<file path="src/rtl/gobang_pkg.sv">
// Shared gobang definitions: board geometry defaults, score width default,
// move-selector state encoding and the tie-break LFSR step function.
package gobang_pkg;

   localparam int BOARD_SIZE_DEF = 15;
   localparam int COORD_W        = 4;
   localparam int SCORE_W_DEF    = 13;

   // Move-selector scan states.
   typedef enum logic [1:0] {
      ST_IDLE  = 2'd0,
      ST_SCAN  = 2'd1,
      ST_DRAIN = 2'd2
   } sel_state_t;

   // Right-shifting Galois LFSR, polynomial x^16 + x^14 + x^13 + x^11 + 1.
   localparam logic [15:0] LFSR_TAPS = 16'hB400;

   function automatic logic [15:0] lfsr_next(input logic [15:0] s);
      return {1'b0, s[15:1]} ^ (s[0] ? LFSR_TAPS : 16'h0000);
   endfunction

endpackage

</file>
<file path="src/rtl/lfsr16.sv">
// Free-running 16-bit maximal-length Galois LFSR. Loads SEED on reset and
// steps on every clock; the low state bit is the random tie-break bit.
module lfsr16
   import gobang_pkg::*;
#(
   parameter logic [15:0] SEED = 16'hACE1
) (
   input  logic clk,
   input  logic rst,
   output logic rnd
);

   logic [15:0] state;

   // Step the LFSR every cycle; a zero seed would lock it up, so SEED must be nonzero.
   always_ff @(posedge clk or negedge rst) begin
      // NOTE: sequential state uses non-blocking assignments so every flop
      // samples the pre-edge value of every other flop.
      if (!rst) state <= SEED;
      else      state <= lfsr_next(state);
   end

   assign rnd = state[0];

endmodule

</file>
<file path="src/rtl/move_selector.sv">
// Scans every board cell row-major through a one-cycle score/board lookup,
// combines attack and defence scores and reports the best empty cell.
// A scan takes BOARD_SIZE*BOARD_SIZE address cycles plus one drain cycle.
module move_selector
   import gobang_pkg::*;
#(
   parameter int          BOARD_SIZE = BOARD_SIZE_DEF,
   parameter int          SCORE_W    = SCORE_W_DEF,
   parameter int          ATK_SHIFT  = 1,
   parameter int          DEF_SHIFT  = 0,
   parameter logic [15:0] LFSR_SEED  = 16'hACE1
) (
   input  logic                 clk,
   input  logic                 rst,
   input  logic                 clr,
   input  logic                 start,
   input  logic                 side,
   input  logic                 rand_en,
   output logic [COORD_W-1:0]   get_i,
   output logic [COORD_W-1:0]   get_j,
   input  logic                 occupied,
   input  logic [SCORE_W-1:0]   black_score,
   input  logic [SCORE_W-1:0]   white_score,
   output logic                 busy,
   output logic                 done,
   output logic [COORD_W-1:0]   best_i,
   output logic [COORD_W-1:0]   best_j,
   output logic [SCORE_W+3:0]   best_score,
   output logic                 no_move
);

   localparam int                 COMB_W   = SCORE_W + 4;
   localparam logic [COORD_W-1:0] LAST_C   = COORD_W'(BOARD_SIZE - 1);
   localparam logic [COORD_W-1:0] CENTER_C = COORD_W'(BOARD_SIZE / 2);

   sel_state_t          state;
   logic                side_r;
   logic                rand_r;
   logic                rnd;

   // Address pipeline: tags the lookup data returning this cycle.
   logic                pipe_valid;
   logic [COORD_W-1:0]  pipe_i;
   logic [COORD_W-1:0]  pipe_j;

   // Running best of the current scan; published only on done.
   logic                found;
   logic [COORD_W-1:0]  cur_i;
   logic [COORD_W-1:0]  cur_j;
   logic [COMB_W-1:0]   cur_score;

   logic [SCORE_W-1:0]  own;
   logic [SCORE_W-1:0]  opp;
   logic [COMB_W-1:0]   comb;
   logic                take;
   logic                nxt_found;
   logic [COORD_W-1:0]  nxt_i;
   logic [COORD_W-1:0]  nxt_j;
   logic [COMB_W-1:0]   nxt_score;

   lfsr16 #(
      .SEED (LFSR_SEED)
   ) u_lfsr (
      .clk (clk),
      .rst (rst),
      .rnd (rnd)
   );

   // Combine the returned scores and decide whether this cell replaces the running best.
   always_comb begin
      // NOTE: every signal gets a default before any branch so no path
      // leaves it unassigned and no latch is inferred.
      take = 1'b0;
      own  = side_r ? white_score : black_score;
      opp  = side_r ? black_score : white_score;
      // Widening before the shift keeps the full sum; SCORE_W+4 bits cannot overflow.
      comb = (COMB_W'(own) << ATK_SHIFT) + (COMB_W'(opp) << DEF_SHIFT);
      if (pipe_valid && !occupied) begin
         if (!found)                                  take = 1'b1;
         else if (comb > cur_score)                   take = 1'b1;
         else if (comb == cur_score && rand_r && rnd) take = 1'b1;
      end
      nxt_found = found | take;
      nxt_i     = take ? pipe_i : cur_i;
      nxt_j     = take ? pipe_j : cur_j;
      nxt_score = take ? comb   : cur_score;
   end

   // Scan FSM: address generation, lookup pipeline, running best and registered results.
   always_ff @(posedge clk or negedge rst) begin
      if (!rst) begin
         state      <= ST_IDLE;
         side_r     <= 1'b0;
         rand_r     <= 1'b0;
         get_i      <= '0;
         get_j      <= '0;
         pipe_valid <= 1'b0;
         pipe_i     <= '0;
         pipe_j     <= '0;
         found      <= 1'b0;
         cur_i      <= '0;
         cur_j      <= '0;
         cur_score  <= '0;
         busy       <= 1'b0;
         done       <= 1'b0;
         best_i     <= CENTER_C;
         best_j     <= CENTER_C;
         best_score <= '0;
         no_move    <= 1'b0;
      end else if (clr) begin
         // Abort keeps the last published result; a clear while idle wipes it.
         state      <= ST_IDLE;
         get_i      <= '0;
         get_j      <= '0;
         pipe_valid <= 1'b0;
         found      <= 1'b0;
         busy       <= 1'b0;
         done       <= 1'b0;
         if (state == ST_IDLE) begin
            best_i     <= CENTER_C;
            best_j     <= CENTER_C;
            best_score <= '0;
            no_move    <= 1'b0;
         end
      end else begin
         case (state)
            ST_IDLE: begin
               done       <= 1'b0;
               pipe_valid <= 1'b0;
               // busy is still high during the done cycle, which blocks a restart there.
               if (start && !busy) begin
                  state     <= ST_SCAN;
                  busy      <= 1'b1;
                  side_r    <= side;
                  rand_r    <= rand_en;
                  get_i     <= '0;
                  get_j     <= '0;
                  found     <= 1'b0;
                  cur_i     <= '0;
                  cur_j     <= '0;
                  cur_score <= '0;
               end else begin
                  busy <= 1'b0;
               end
            end

            ST_SCAN: begin
               pipe_valid <= 1'b1;
               pipe_i     <= get_i;
               pipe_j     <= get_j;
               found      <= nxt_found;
               cur_i      <= nxt_i;
               cur_j      <= nxt_j;
               cur_score  <= nxt_score;
               if (get_j == LAST_C) begin
                  get_j <= '0;
                  if (get_i == LAST_C) begin
                     state <= ST_DRAIN;
                     get_i <= '0;
                  end else begin
                     get_i <= get_i + COORD_W'(1);
                  end
               end else begin
                  get_j <= get_j + COORD_W'(1);
               end
            end

            ST_DRAIN: begin
               // Last cell's data is evaluated here and folded straight into the result.
               state      <= ST_IDLE;
               pipe_valid <= 1'b0;
               found      <= nxt_found;
               cur_i      <= nxt_i;
               cur_j      <= nxt_j;
               cur_score  <= nxt_score;
               done       <= 1'b1;
               no_move    <= !nxt_found;
               best_i     <= nxt_found ? nxt_i : CENTER_C;
               best_j     <= nxt_found ? nxt_j : CENTER_C;
               best_score <= nxt_found ? nxt_score : '0;
            end

            default: begin
               state <= ST_IDLE;
               busy  <= 1'b0;
               done  <= 1'b0;
            end
         endcase
      end
   end

endmodule

</file>
<file path="config.mk">
export PLATFORM = sky130hd
export DESIGN_NAME = move_selector
export DESIGN_NICKNAME = d
export VERILOG_FILES = /design/src/rtl/gobang_pkg.sv /design/src/rtl/lfsr16.sv /design/src/rtl/move_selector.sv
export SDC_FILE = /design/constraint.sdc
export NUM_CORES = 1
export LEC_CHECK = 0
export CAP_MARGIN = 20
export CORE_MARGIN = 4
export CORE_UTILIZATION = 25
export CTS_BUF_LIST = sky130_fd_sc_hd__clkbuf_16
export CTS_CLUSTER_SIZE = 14
export DETAILED_ROUTE_END_ITERATION = 16
export PLACE_DENSITY = 0.42
export SLEW_MARGIN = 30
export SYNTH_ARGS = -nofsm -noshare
export SYNTH_HDL_FRONTEND = slang
export SYNTH_SLANG_ARGS = --single-unit
export TNS_END_PERCENT = 100
</file>
<file path="constraint.sdc">
create_clock -name clk -period 5.4 [get_ports clk]
set_clock_uncertainty 0.2 [all_clocks]
set_input_delay 1.62 -clock clk [delete_from_list [all_inputs] [get_ports clk]]
set_output_delay 1.62 -clock clk [all_outputs]
set_load 0.01 [all_outputs]
</file>
* After elaboration in Yosys (flattened, before gate mapping) *
Index checks and enable logic that the tools add are counted.

word-level totals
  flip-flop bits (word level) = 91
  logic and storage cells = 112

operators by class
  $add $sub $neg = 3
  magnitude comparators = 1
  equality and inequality tests = 12
  muxes and demuxes = 51
  bitwise logic cells = 3
  reductions and logical operators = 23

operator list
  cell                 number
  $mux 17              6
  $mux 4               15
  $pmux 17 s2          1
  $pmux 4 s2           4
  $mux 13              2
  $eq 15x17->1         1
  $gt 15x17->1         1
  $mux 16              1
  $xor 15x16->16       1
  $add 14x13->15       1
  $mux 1               13
  $reduce_and 3->1     4
  $reduce_bool 3->1    3
  $add 4x1->4 const B  2
  $eq 4x4->1 const B   2
  $mux 2               4
  $pmux 1 s2           4
  $reduce_and 2->1     4
  $ne 2x1->1 const B   3
  $ne 3x3->1 const B   2
  $logic_and 1x1->1    4
  $pmux 2 s2           1
  $reduce_bool 2->1    2
  $reduce_or 2->1      2
  8 further kinds      10

* Longest topological paths before layout *
  word-level depth = 13
  gate-level depth with buffers = 20

* By module *
From an unflattened synthesis, not the netlist that was laid out.

second synthesis, totals
  cell total of the unflattened synthesis = 528
  area total of the unflattened synthesis = 5,253.8 um2

by module, submodules not included
  module         times used  cells an instance  area each (um2)  sequential area each (um2)
  move_selector  1           509                4,817.1          1,884.3
  lfsr16         1           19                 436.7            410.4

* Worst setup path before layout *
Ideal clock, no wire load.

  path type = input -> register
  start = input black_score[7]
  end = register cur_score[2]
  setup time = 126 ps
  data arrival time = 4,832 ps
  required time = 5,074 ps
  setup slack = 241 ps
  stages on the path = 15
  path through = mux2_2 -> ha_1 -> and2_1 -> or2_1 -> or4_1 -> nand3_1 -> inv_1 -> ha_1 -> and4_1 -> nand3_2 -> a31o_1 -> a31oi_4 -> buf_2 -> nor4_1 -> a311o_1

between the ends
  cells in the longest elaborated chain, start to end = 11
  elaborated cells between the ends (all ways) = 13
  classes of those cells = 1 x add/sub; 1 x order compare; 1 x eq/ne; 8 x mux; 2 x reduce/logical

RTL lines
  item                                                  line                                      text
  start, declared                                       move_selector.sv:22                       input logic [SCORE_W-1:0] black_score,
  $mux 13 (on tied branches)                            move_selector.sv:75, move_selector.sv:74
  $add 14x13->15 (*)                                    move_selector.sv:77                       comb = (COMB_W'(own) << ATK_SHIFT) + (COMB_W'(opp) << DEF_SHIFT);
  branches (longest 4 deep; another with $gt 15x17->1)  n/a
  $mux 1 (*)                                            move_selector.sv:80                       else if (comb > cur_score) take = 1'b1;
  $mux 1 (*)                                            move_selector.sv:79                       if (!found) take = 1'b1;
  $mux 1 (*)                                            move_selector.sv:78                       if (pipe_valid && !occupied) begin
  $mux 17 (*)                                           move_selector.sv:86                       nxt_score = take ? comb : cur_score;
  $pmux 17 s2 (*)                                       move_selector.sv:126                      case (state)
  end signal, assigned                                  move_selector.sv:154                      cur_score <= nxt_score;
  end signal, assigned                                  move_selector.sv:175                      cur_score <= nxt_score;
  end, declared                                         move_selector.sv:50                       logic [COMB_W-1:0] cur_score;

Mark *: on every way between the ends.
A chain may end at the register's enable or synchronous reset.

* Worst setup path in the final report *
  start = input white_score[9]
  end = register cur_score[9]

between the ends
  cells in the longest elaborated chain, start to end = 11
  elaborated cells between the ends (all ways) = 13
  classes of those cells = 1 x add/sub; 1 x order compare; 1 x eq/ne; 8 x mux; 2 x reduce/logical

RTL lines
  item                                                  line                                      text
  start, declared                                       move_selector.sv:23                       input logic [SCORE_W-1:0] white_score,
  $mux 13 (on tied branches)                            move_selector.sv:75, move_selector.sv:74
  $add 14x13->15 (*)                                    move_selector.sv:77
  branches (longest 7 deep; another with $gt 15x17->1)  n/a
  $mux 17 (*)                                           move_selector.sv:86
  $pmux 17 s2 (*)                                       move_selector.sv:126

Marked as above.

==> summary.md <==
| Metric | Value |
|---|---|
| First-pass GRT wire length | `26.0 mm` |
| Worst path required time | `5440 ps` |
| Final Max Slew Viols | `0` |
| Full die area | `24700 um^2` |
| Adder-cell share of the synthesized area | `0.0823` |
| Fillers | `2186` |
| Final hold violations | `0` |
| Gate Count Post-Synth | `557` |
| Core Rows | `54` |
| Routability cong. | `0.814` |
| CTS Buf Count | `9` |
| Syn Nets | `626` |
| Critical Path Fanout Max | `6` |
| Worst slew pin tran | `982 ps` |
| Via-per-instance ratio | `5.04` |
| CTS hold repair buffers | `0` |
| Most common cell in the synthesized netlist | `dfrtp_1` |
| Clk root buf | `clkbuf_16` |
| Chip width | `157 um` |
| Nets | `746` |
| Wire length per cell | `17.0 um` |
| Largest net degree at the start of global routing | `51` |
| XOR/XNOR share of the synthesized area | `0.0126` |
| Max clock buf depth | `2` |
| Top cells by area, synth | `dfrtp_1, ha_1, dfstp_2, mux2_2, nand2_1` |
| Period utilization | `0.983` |
| Mux cell area share after synthesis | `0.0699` |
| # Max-Cap Violations | `0` |
| # port buffers | `68` |
| DRT iter0 DRCs | `276` |
| Number of synthesis warnings | `0` |
| DRC Markers | `0` |
| First drt pass iteration count | `5` |
| CP Launch Type | `input port` |
| Setup TNS | `0 ps` |
| Ant. Diodes | `0` |
| Share of layout cells above drive strength 1 | `0.306` |
| Crit-path max cell delay | `530 ps` |
| HPWL Detailed | `11.5 mm` |
| CP Capture Type | `flop` |
| Synthesized area per cell | `9.99 um^2` |
| Rel. slew slack | `0.345` |
| Worst IR Drop VDD | `0.193 mV` |
| P per Cell Area | `500 nW/um^2` |
| Clk slew on worst S/H paths | `70 ps` |
| Final Worst Setup Slack | `94.0 ps` |
| Tmin final | `5310 ps` |
| Hold Crit Class | `flop to flop` |
| ANT nets after route | `0` |
| Top-level port count | `69` |
| CTS tree | `built` |
| Share of the synthesized area in the top cell type | `0.346` |
| Initial antenna violation count | `0` |
| Post-Synth Simple-Gate Area | `0.141` |
| Critical path arrival | `5340 ps` |
| Clk_lat worst skew | `340 ps` |
| CTS sink count | `91` |
| Post-synthesis cell area | `5570 um^2` |
| Layout area overhead | `39.8%` |
| Setup CP Type | `input port to flop` |
| Compound-Gate Fraction of Synth Area | `0.228` |
| CP Cell Sequence | `clkdlybuf4s50_1 > mux2_4 > ha_4 > buf_4 > a21oi_2 > nand2_1 > or4_4 > nand3_4 > inv_2 > ha_4 > and4_4 > nand3_4 > a31o_4 > a31oi_4 > buf_12 > clkbuf_16 > o41ai_2 > a31o_2` |
| Pre-CTS setup slack | `-483 ps` |
| Top FF cell, synth | `dfrtp_1` |
| Htree depth | `3` |
| Gr usage total | `0.132` |
| Largest family of logic cells by synthesized area | `compound AO/OA/AOI/OAI gates` |
| Unique masters post-synth | `69` |
| Vias post-DR | `4850` |
| GRT Residual Overflow | `0` |
| Endpoints failing setup | `0` |
| Fmax | `0.188 GHz` |
| Status | `complete, no violations` |
| CORE AREA | `21900 um^2` |
| Vias in the first global route | `4965` |
| Hold Slack | `152 ps` |
| FF+latch count, synth | `91` |
| Initial Util | `0.254` |
| Area leader, netlist | `dfrtp_1` |
| Async SR Flop Fraction | `1.00` |
| Post-synth top cells | `dfrtp_1, nand2_1, ha_1` |
| EDFF count, synth | `0` |
| Crit path max-delay cell type | `or4_4` |
| Power Total | `3.89 mW` |
| Detailed-route wire length | `16.4 mm` |
| Sequential area share after synthesis | `0.412` |
| Leak Pwr | `3.31 nW` |
| Die Height | `157 um` |
[through the flow]
stage,instances,util,instance area (um^2)
final,962,0.356,7780
after global placement,937,0.316,6920
after detailed placement,938,0.318,6950
after global routing,962,0.356,7780
after floorplan,557,-,5570
after CTS,958,0.340,7440
[state kept, by name, indices dropped and copies added (netlist names), 2 cells and up]
register and flops:
u_lfsr.state 16, best_i 4, best_score 17, cur_score 17
pipe_i 4, get_j 4, pipe_j 4, best_j 4
cur_i 4, get_i 4, state 2, cur_j 4
[placed cells by master, fill, tap and decap left out, types with 7 or more instances in the layout]
cell             instances
dfrtp_1                 77
buf_4                   66
clkdlybuf4s50_1         61
nand2_1                 58
inv_1                   30
mux2_2                  28
ha_1                    25
o211ai_1                23
nor2_1                  23
o21ai_0                 18
a21oi_1                 18
nor3_1                  16
dfstp_2                 14
a31o_2                  11
o41ai_2                 10
clkbuf_16               10
o311ai_0                 9
ha_4                     9
o311ai_1                 8
nor2b_1                  7
[cell families after synthesis]
logic type / Yosys count
xor+xnor: 8
flops: 91
simple gates: 159
compound gates: 163
mux: 35
buf+inv: 65
fa+ha+maj: 36
[critical path: cells and delay by family]
kind | cells | cell delay, ps
compound gates | 5 | 930
fa+ha+maj | 2 | 500
buf+inv | 5 | 940
mux | 1 | 290
simple gates | 5 | 1060
[metal layers]
metal	part of all wire	routed length [um]	vias to the layer above	GRT usage
met5	0	0	-	0
met2	0.44	7300	130	0.205
met1	0.50	8140	2373	0.189
met3	0.046	757	16	0.0236
met4	0.012	204	0	0.0385
li1	-	-	2331	-
[final timing paths]
| path | from | endpoint | cells after the start | slack, ps |
|---|---|---|---|---|
| max in group asynchronous | rst | u_lfsr.state[0]$_DFF_PN1_ | 2 | 3360 |
| min in group asynchronous | rst | get_i[0]$_DFFE_PN0P_ | 1 | 1000 |
| min reg2reg | u_lfsr.state[4]$_DFF_PN0_ | u_lfsr.state[3]$_DFF_PN0_ | 0 | 150 |
| max | white_score[9] | cur_score[9]$_DFFE_PN0P_ | 18 | 90 |
| max reg2reg | side_r$_DFFE_PN0P_ | cur_score[9]$_DFFE_PN0P_ | 20 | 900 |
| min | u_lfsr.state[4]$_DFF_PN0_ | u_lfsr.state[3]$_DFF_PN0_ | 0 | 150 |
[power breakdown]
part           total, mW  internal (mW)  switching [mW]
clock network      0.661          0.367           0.293
registers          0.872          0.799          0.0730
logic               2.36           1.16            1.20
[layout make-up]
type,instances,area (um^2),area share
Sequential cell,91,2290,0.295
Clock buffer,9,225,0.0289
Tap cell,280,350,0.0450
Inverter,33,124,0.0159
Clock inverter,7,81.3,0.0105
Timing Repair Buffer,141,1340,0.172
Multi-Input combinational cell,401,3370,0.433
[what timing repair did]
item                       4_1_cts  5_1_grt
setup buffers                    4        4
setup endpoints to repair       48       50
gates resized for setup         23       52
gates cloned                     1        1
pin swaps                        3       13
(Power assumes the default switching activity.)
